==> src/rtl/im_loader.sv <==
// Instruction-memory loader: unpacks a framed byte stream (sync, 16-bit count, words, checksum)
// into sequential 16-bit writes, holding the CPU until a load finishes cleanly.
module im_loader #(
  parameter int          ADDR_W    = 11,
  parameter int          DEPTH     = 2048,
  parameter logic [7:0]  SYNC_BYTE = 8'hA5,
  parameter int          TIMEOUT   = 1000000
) (
  input  logic              clk,
  input  logic              rst,
  input  logic              start,
  input  logic              rx_vld,
  input  logic [7:0]        rx_data,
  output logic              we,
  output logic [ADDR_W-1:0] waddr,
  output logic [15:0]       wdata,
  output logic              cpu_hold,
  output logic              busy,
  output logic              done,
  output logic              err
);

  localparam int                TW      = $clog2(TIMEOUT + 1);
  localparam logic [TW-1:0]     TO_LAST = TW'(TIMEOUT - 1);
  localparam logic [15:0]       DEPTH16 = 16'(DEPTH);

  typedef enum logic [3:0] {
    S_IDLE, S_SYNC, S_CNT_HI, S_CNT_LO, S_DAT_HI, S_DAT_LO, S_CHK, S_DONE, S_ERR
  } state_t;

  state_t        state, state_nxt;
  logic [15:0]   count;
  logic [15:0]   idx;
  logic [7:0]    hi_byte;
  logic [7:0]    sum;
  logic [TW-1:0] idle_cnt;
  logic          in_frame;
  logic          timeout_hit;
  logic          arm;
  logic [15:0]   rx_count;

  always_ff @(posedge clk) begin
    if (rst) state <= S_IDLE;
    else     state <= state_nxt;
  end

  always_comb begin
    state_nxt   = state;
    in_frame    = (state == S_CNT_HI) || (state == S_CNT_LO) || (state == S_DAT_HI) ||
                  (state == S_DAT_LO) || (state == S_CHK);
    arm         = start && ((state == S_IDLE) || (state == S_DONE) || (state == S_ERR));
    timeout_hit = in_frame && !rx_vld && (idle_cnt == TO_LAST);
    rx_count    = {hi_byte, rx_data};
    case (state)
      S_IDLE, S_DONE, S_ERR: if (start) state_nxt = S_SYNC;
      S_SYNC:   if (rx_vld && rx_data == SYNC_BYTE) state_nxt = S_CNT_HI;
      S_CNT_HI: if (rx_vld) state_nxt = S_CNT_LO;
      S_CNT_LO: if (rx_vld) state_nxt = (rx_count == 16'd0 || rx_count > DEPTH16) ? S_ERR : S_DAT_HI;
      S_DAT_HI: if (rx_vld) state_nxt = S_DAT_LO;
      S_DAT_LO: if (rx_vld) state_nxt = (idx + 16'd1 == count) ? S_CHK : S_DAT_HI;
      S_CHK:    if (rx_vld) state_nxt = (rx_data == sum) ? S_DONE : S_ERR;
      default:  state_nxt = S_IDLE;
    endcase
    if (timeout_hit) state_nxt = S_ERR;
  end

  // Status is a pure function of state; ERR keeps the CPU held until rst or a good load.
  assign busy     = in_frame || (state == S_SYNC);
  assign cpu_hold = (state != S_IDLE) && (state != S_DONE);
  assign done     = (state == S_DONE);
  assign err      = (state == S_ERR);

  always_ff @(posedge clk) begin
    if (rst) begin
      idx      <= '0;
      sum      <= '0;
      idle_cnt <= '0;
      we       <= 1'b0;
      waddr    <= '0;
      wdata    <= '0;
    end else begin
      we <= 1'b0;
      if (!in_frame || rx_vld) idle_cnt <= '0;
      else                     idle_cnt <= idle_cnt + TW'(1);
      if (arm) begin
        idx <= '0;
        sum <= '0;
      end
      if (rx_vld) begin
        case (state)
          S_CNT_HI, S_CNT_LO, S_DAT_HI: sum <= sum + rx_data;
          S_DAT_LO: begin
            sum   <= sum + rx_data;
            we    <= 1'b1;
            waddr <= idx[ADDR_W-1:0];
            wdata <= {hi_byte, rx_data};
            idx   <= idx + 16'd1;
          end
          default: ;
        endcase
      end
    end
  end

  // Byte staging registers carry data only and need no reset.
  always_ff @(posedge clk) begin
    if (rx_vld) begin
      if (state == S_CNT_HI || state == S_DAT_HI) hi_byte <= rx_data;
      if (state == S_CNT_LO)                      count   <= {hi_byte, rx_data};
    end
  end

endmodule

==> config.mk <==
export PLATFORM = sky130hd
export DESIGN_NAME = im_loader
export DESIGN_NICKNAME = d
export VERILOG_FILES = /design/src/rtl/im_loader.sv
export SDC_FILE = /design/constraint.sdc
export NUM_CORES = 1
export LEC_CHECK = 0
export CORE_ASPECT_RATIO = 2
export CORE_MARGIN = 1.5
export CORE_UTILIZATION = 40
export DETAILED_ROUTE_END_ITERATION = 8
export SLEW_MARGIN = 10
export SYNTH_ARGS = -nofsm -noshare
export SYNTH_HDL_FRONTEND = slang
export SYNTH_SLANG_ARGS = --single-unit
==> constraint.sdc <==
create_clock -name clk -period 3.9 [get_ports clk]
set_clock_uncertainty 0.2 [all_clocks]
set_input_delay 0.78 -clock clk [delete_from_list [all_inputs] [get_ports clk]]
set_output_delay 0.78 -clock clk [all_outputs]
set_load 0.01 [all_outputs]
==> impl_metrics.prom <==
# TYPE chip_impl_metric gauge
chip_impl_info{name="outcome",value="finished, final reports clean"} 1
chip_impl_metric{name="power.static_leakage",unit="nW"} 1.90
chip_impl_info{name="crit-reg2reg-launch",value="idx[0]"} 1
chip_impl_info{name="main_combinational_cell_family_by_area_after_synthesis",value="simple AND/OR/NAND/NOR gates"} 1
chip_impl_metric{name="synth.distinct_cells",unit=""} 69
chip_impl_metric{name="pin_count_of_the_biggest_net_entering_global_routing",unit=""} 41
chip_impl_metric{name="drv_slew",unit=""} 0
chip_impl_metric{name="timing.reg2reg.setup_slack",unit="ps"} 930
chip_impl_metric{name="final_count_of_hold_timing_violations",unit=""} 0
chip_impl_metric{name="rows",unit=""} 57
chip_impl_metric{name="vias_per_cell",unit=""} 5.58
chip_impl_metric{name="htree_num_levels",unit=""} 3
chip_impl_metric{name="numCtsBuffers",unit=""} 9
chip_impl_metric{name="fillCellCount",unit=""} 1164
chip_impl_metric{name="worst-slew-pin-transition",unit="ps"} 823
chip_impl_metric{name="yosys.area_share.simple",unit="%"} 24.4
chip_impl_metric{name="synth_edf_count",unit=""} 24
chip_impl_metric{name="global_route.usage.total",unit="%"} 20.2
chip_impl_metric{name="grt_antenna_before_repair",unit=""} 0
chip_impl_info{name="cts.root.buffer_cell",value="sky130_fd_sc_hd__clkbuf_16"} 1
chip_impl_metric{name="core_region_area",unit="um^2"} 12100
chip_impl_metric{name="global_route.overflow_total",unit=""} 0
chip_impl_info{name="unrepaired_setup_endpoints_after_global_routing",value="no"} 1
chip_impl_metric{name="io_buffers",unit=""} 43
chip_impl_info{name="worst_setup_path_end_kind",value="register"} 1
chip_impl_metric{name="whs_path_depth",unit=""} 2
chip_impl_info{name="tritoncts",value="built"} 1
chip_impl_metric{name="synth_seq_area_share",unit="%"} 45.5
chip_impl_metric{name="async_reset_ff_share",unit="%"} 0
chip_impl_metric{name="final_period_minus_worst_setup_slack",unit="ps"} 3230
chip_impl_metric{name="yosys_warnings",unit=""} 0
chip_impl_metric{name="floorplan.die.height",unit="um"} 160
chip_impl_metric{name="worstPathMaxFanout",unit=""} 6
chip_impl_metric{name="globalplace.congestion",unit=""} 0.848
chip_impl_metric{name="detailroute.via_count",unit=""} 4118
chip_impl_metric{name="timing.fmax",unit="GHz"} 0.309
chip_impl_metric{name="ir_drop",unit="V"} 0.000253
chip_impl_info{name="layout.cells.most_common_list",value="sky130_fd_sc_hd__nand2_1, sky130_fd_sc_hd__dfxtp_1, sky130_fd_sc_hd__nor2_1"} 1
chip_impl_metric{name="worst_r2r_path_depth",unit=""} 7
chip_impl_metric{name="grt_pass1_wl",unit="um"} 20200
chip_impl_metric{name="crit_arrival",unit="ps"} 3310
chip_impl_metric{name="cp.required",unit="ps"} 3980
chip_impl_metric{name="postRouteWirelength",unit="um"} 12300
chip_impl_metric{name="cts.sink_count",unit=""} 100
chip_impl_metric{name="post_cts.repair.setup_buffers",unit=""} 0
chip_impl_metric{name="synthesis.nets",unit=""} 578
chip_impl_metric{name="post_cts_hold_buffer_count",unit=""} 0
chip_impl_metric{name="top_level_ports",unit=""} 44
chip_impl_metric{name="synth-xor-area-share",unit="%"} 8.28
chip_impl_metric{name="complex_gate_fraction_of_the_synthesized_area",unit="%"} 14.7
chip_impl_metric{name="horizontal_die_dimension",unit="um"} 81.5
chip_impl_metric{name="flip_flop_and_latch_count_after_synthesis",unit=""} 100
chip_impl_metric{name="detailed_place_hpwl",unit="um"} 8990
chip_impl_metric{name="yosys.area_share.adder",unit="%"} 2.69
chip_impl_metric{name="drive_above_1_share",unit="%"} 6.26
chip_impl_info{name="setup.worst_path.class",value="in2reg"} 1
chip_impl_info{name="worst_hold_path.endpoint",value="waddr[8]"} 1
chip_impl_metric{name="clockBufferDepth",unit=""} 2
chip_impl_metric{name="n_antenna_cell",unit=""} 0
chip_impl_metric{name="power",unit="W"} 0.00255
chip_impl_metric{name="cap_violations",unit=""} 0
chip_impl_metric{name="finalNetCount",unit=""} 608
chip_impl_info{name="hp-class",value="reg2reg"} 1
chip_impl_metric{name="die_area",unit="um^2"} 13000
chip_impl_metric{name="finalHoldWorstSlack",unit="ps"} 255
chip_impl_metric{name="pwr_density_cell",unit="nW/um^2"} 441
chip_impl_metric{name="synth_area",unit="um^2"} 4920
chip_impl_metric{name="first_iter_violations",unit=""} 238
chip_impl_info{name="timing.hold.worst.start",value="waddr[8]"} 1
chip_impl_metric{name="via_count_of_the_first_global_routing_pass",unit=""} 4065
chip_impl_metric{name="final_antenna_net_count",unit=""} 0
chip_impl_metric{name="synthToLayoutAreaGrowth",unit="%"} 17.2
chip_impl_metric{name="setup_failing_eps_final",unit=""} 0
chip_impl_metric{name="timing.max_slew.rel_slack",unit="%"} 44.8
chip_impl_metric{name="synth_cells",unit=""} 556
chip_impl_metric{name="drt_pre_antenna_iters",unit=""} 5
chip_impl_info{name="most_frequent_standard_cell_in_the_layout_excluding_fill_and_tap_cells",value="sky130_fd_sc_hd__nand2_1"} 1
chip_impl_metric{name="clk-insertion-delay-late",unit="ps"} 350
chip_impl_metric{name="post_synth_mux_area_share",unit="%"} 0
chip_impl_metric{name="final.period_utilization",unit="%"} 82.9
chip_impl_metric{name="routedWlPerCell",unit="um"} 16.7
chip_impl_metric{name="path_clk_slew",unit="ps"} 80
chip_impl_info{name="synth_ff_type",value="sky130_fd_sc_hd__dfxtp_1"} 1
chip_impl_metric{name="initial_core_util",unit="%"} 40.8
chip_impl_metric{name="resized_gates_after_cts",unit=""} 0
chip_impl_info{name="reg2reg_to",value="state[1]"} 1
chip_impl_metric{name="syn-mean-instance-area",unit="um^2"} 8.86
chip_impl_info{name="worstSetupStartpointType",value="input port"} 1
chip_impl_metric{name="drt_drc_violations_left",unit=""} 0
chip_impl_metric{name="setup-tns-final",unit="ps"} 0
report_power, final:
group          leakage (nW)  switching [W]  internal, W
sequential            0.829      0.0000770      0.00111
clock                 0.157       0.000441     0.000495
combinational         0.914       0.000244     0.000182
sequential cells by signal (all words and copies together) (netlist names):
register,flops
idx,16
count,16
wdata,16
sum,8
waddr,11
we,1
state,4
idle_cnt,20
hi_byte,8
synthesized netlist by cell type, types with 3 or more instances:
cell type                  count  area (um^2)
sky130_fd_sc_hd__nor3_1       12         60.1
sky130_fd_sc_hd__ha_1          9          113
sky130_fd_sc_hd__nand3_1      19         95.1
sky130_fd_sc_hd__o21a_1        7         52.6
sky130_fd_sc_hd__nand4_1      13         81.3
sky130_fd_sc_hd__clkbuf_1     14         52.6
sky130_fd_sc_hd__a21oi_1      39          195
sky130_fd_sc_hd__edfxtp_1     24          721
sky130_fd_sc_hd__nor2_1       48          180
sky130_fd_sc_hd__a31oi_1       7         43.8
sky130_fd_sc_hd__nor4_1        7         43.8
sky130_fd_sc_hd__xor2_1       20          175
sky130_fd_sc_hd__or3_1         6         37.5
sky130_fd_sc_hd__nand2b_1      4         25.0
sky130_fd_sc_hd__o41ai_1       3         26.3
sky130_fd_sc_hd__dfxtp_1      76         1520
sky130_fd_sc_hd__o31ai_1       5         37.5
sky130_fd_sc_hd__and4_1        3         26.3
sky130_fd_sc_hd__xnor2_1      24          210
sky130_fd_sc_hd__buf_2        10         50.1
sky130_fd_sc_hd__or4_1         3         22.5
sky130_fd_sc_hd__nor2b_1       7         43.8
sky130_fd_sc_hd__nor3b_1       3         22.5
sky130_fd_sc_hd__o21ai_0      22          110
sky130_fd_sc_hd__inv_1        14         52.6
sky130_fd_sc_hd__buf_4         4         30.0
sky130_fd_sc_hd__nand2_1      88          330
sky130_fd_sc_hd__and3_1        8         50.1
sky130_fd_sc_hd__nor4b_1       3         26.3
sky130_fd_sc_hd__nand3b_1      3         22.5
per-layer routing:
layer | GRT usage (%) | vias to the layer above | share of wire, %
li1 | - | 2035 | -
met1 | 23.1 | 1967 | 40
met2 | 35.2 | 84 | 54
met3 | 3.09 | 32 | 2.5
met4 | 9.56 | 0 | 3.1
met5 | 0 | - | 0
stage by stage:
stage / instance area (um^2) / utilization, % / cells / setup WS, ps
6_report: 5770 / 47.9 / 738 / 665
5_1_grt: 5770 / 47.9 / 738 / 438
3_3_place_gp: 5450 / 45.2 / 722 / 442
2_1_floorplan: 4920 / - / 556 / 573
3_5_place_dp: 5450 / 45.2 / 722 / 363
4_1_cts: 5770 / 47.9 / 738 / 717
critical path, cell delays in order:
cell and delay (ps):
sky130_fd_sc_hd__clkdlybuf4s50_1 630, sky130_fd_sc_hd__ha_1 300, sky130_fd_sc_hd__a21o_1 200, sky130_fd_sc_hd__a211o_1 310, sky130_fd_sc_hd__a2111oi_0 550, sky130_fd_sc_hd__o211ai_1 210, sky130_fd_sc_hd__a21o_1 210, sky130_fd_sc_hd__a21oi_1 130
cells by family after synthesis:
group / count (synthesis)
and+or+nand+nor: 241
AOI/OAI and AO/OA: 113
xor gates and xnor gates: 45
DFF: 100
buffers and inverters: 47
adders and majority gates: 10
layout make-up:
type	count	area [um^2]	area share [%]
Clock buffer	10	250	4.34
Clock inverter	6	67.6	1.17
Inverter	14	52.6	0.911
Multi-Input combinational cell	409	2470	42.9
Sequential cell	100	2240	38.9
Tap cell	147	184	3.19
Timing Repair Buffer	52	498	8.63
worst max-delay path by stage:
stage,from,end,slack (ps)
2_1_floorplan,rx_vld,count[0],570
3_3_place_gp,rx_data[1],sum[7],440
3_5_place_dp,rx_data[1],sum[7],360
4_1_cts,rx_data[1],sum[7],720
5_1_grt,rx_data[1],sum[7],440
6_report,rx_data[1],sum[7],670
Note: power is estimated with default switching activity, not from simulation.
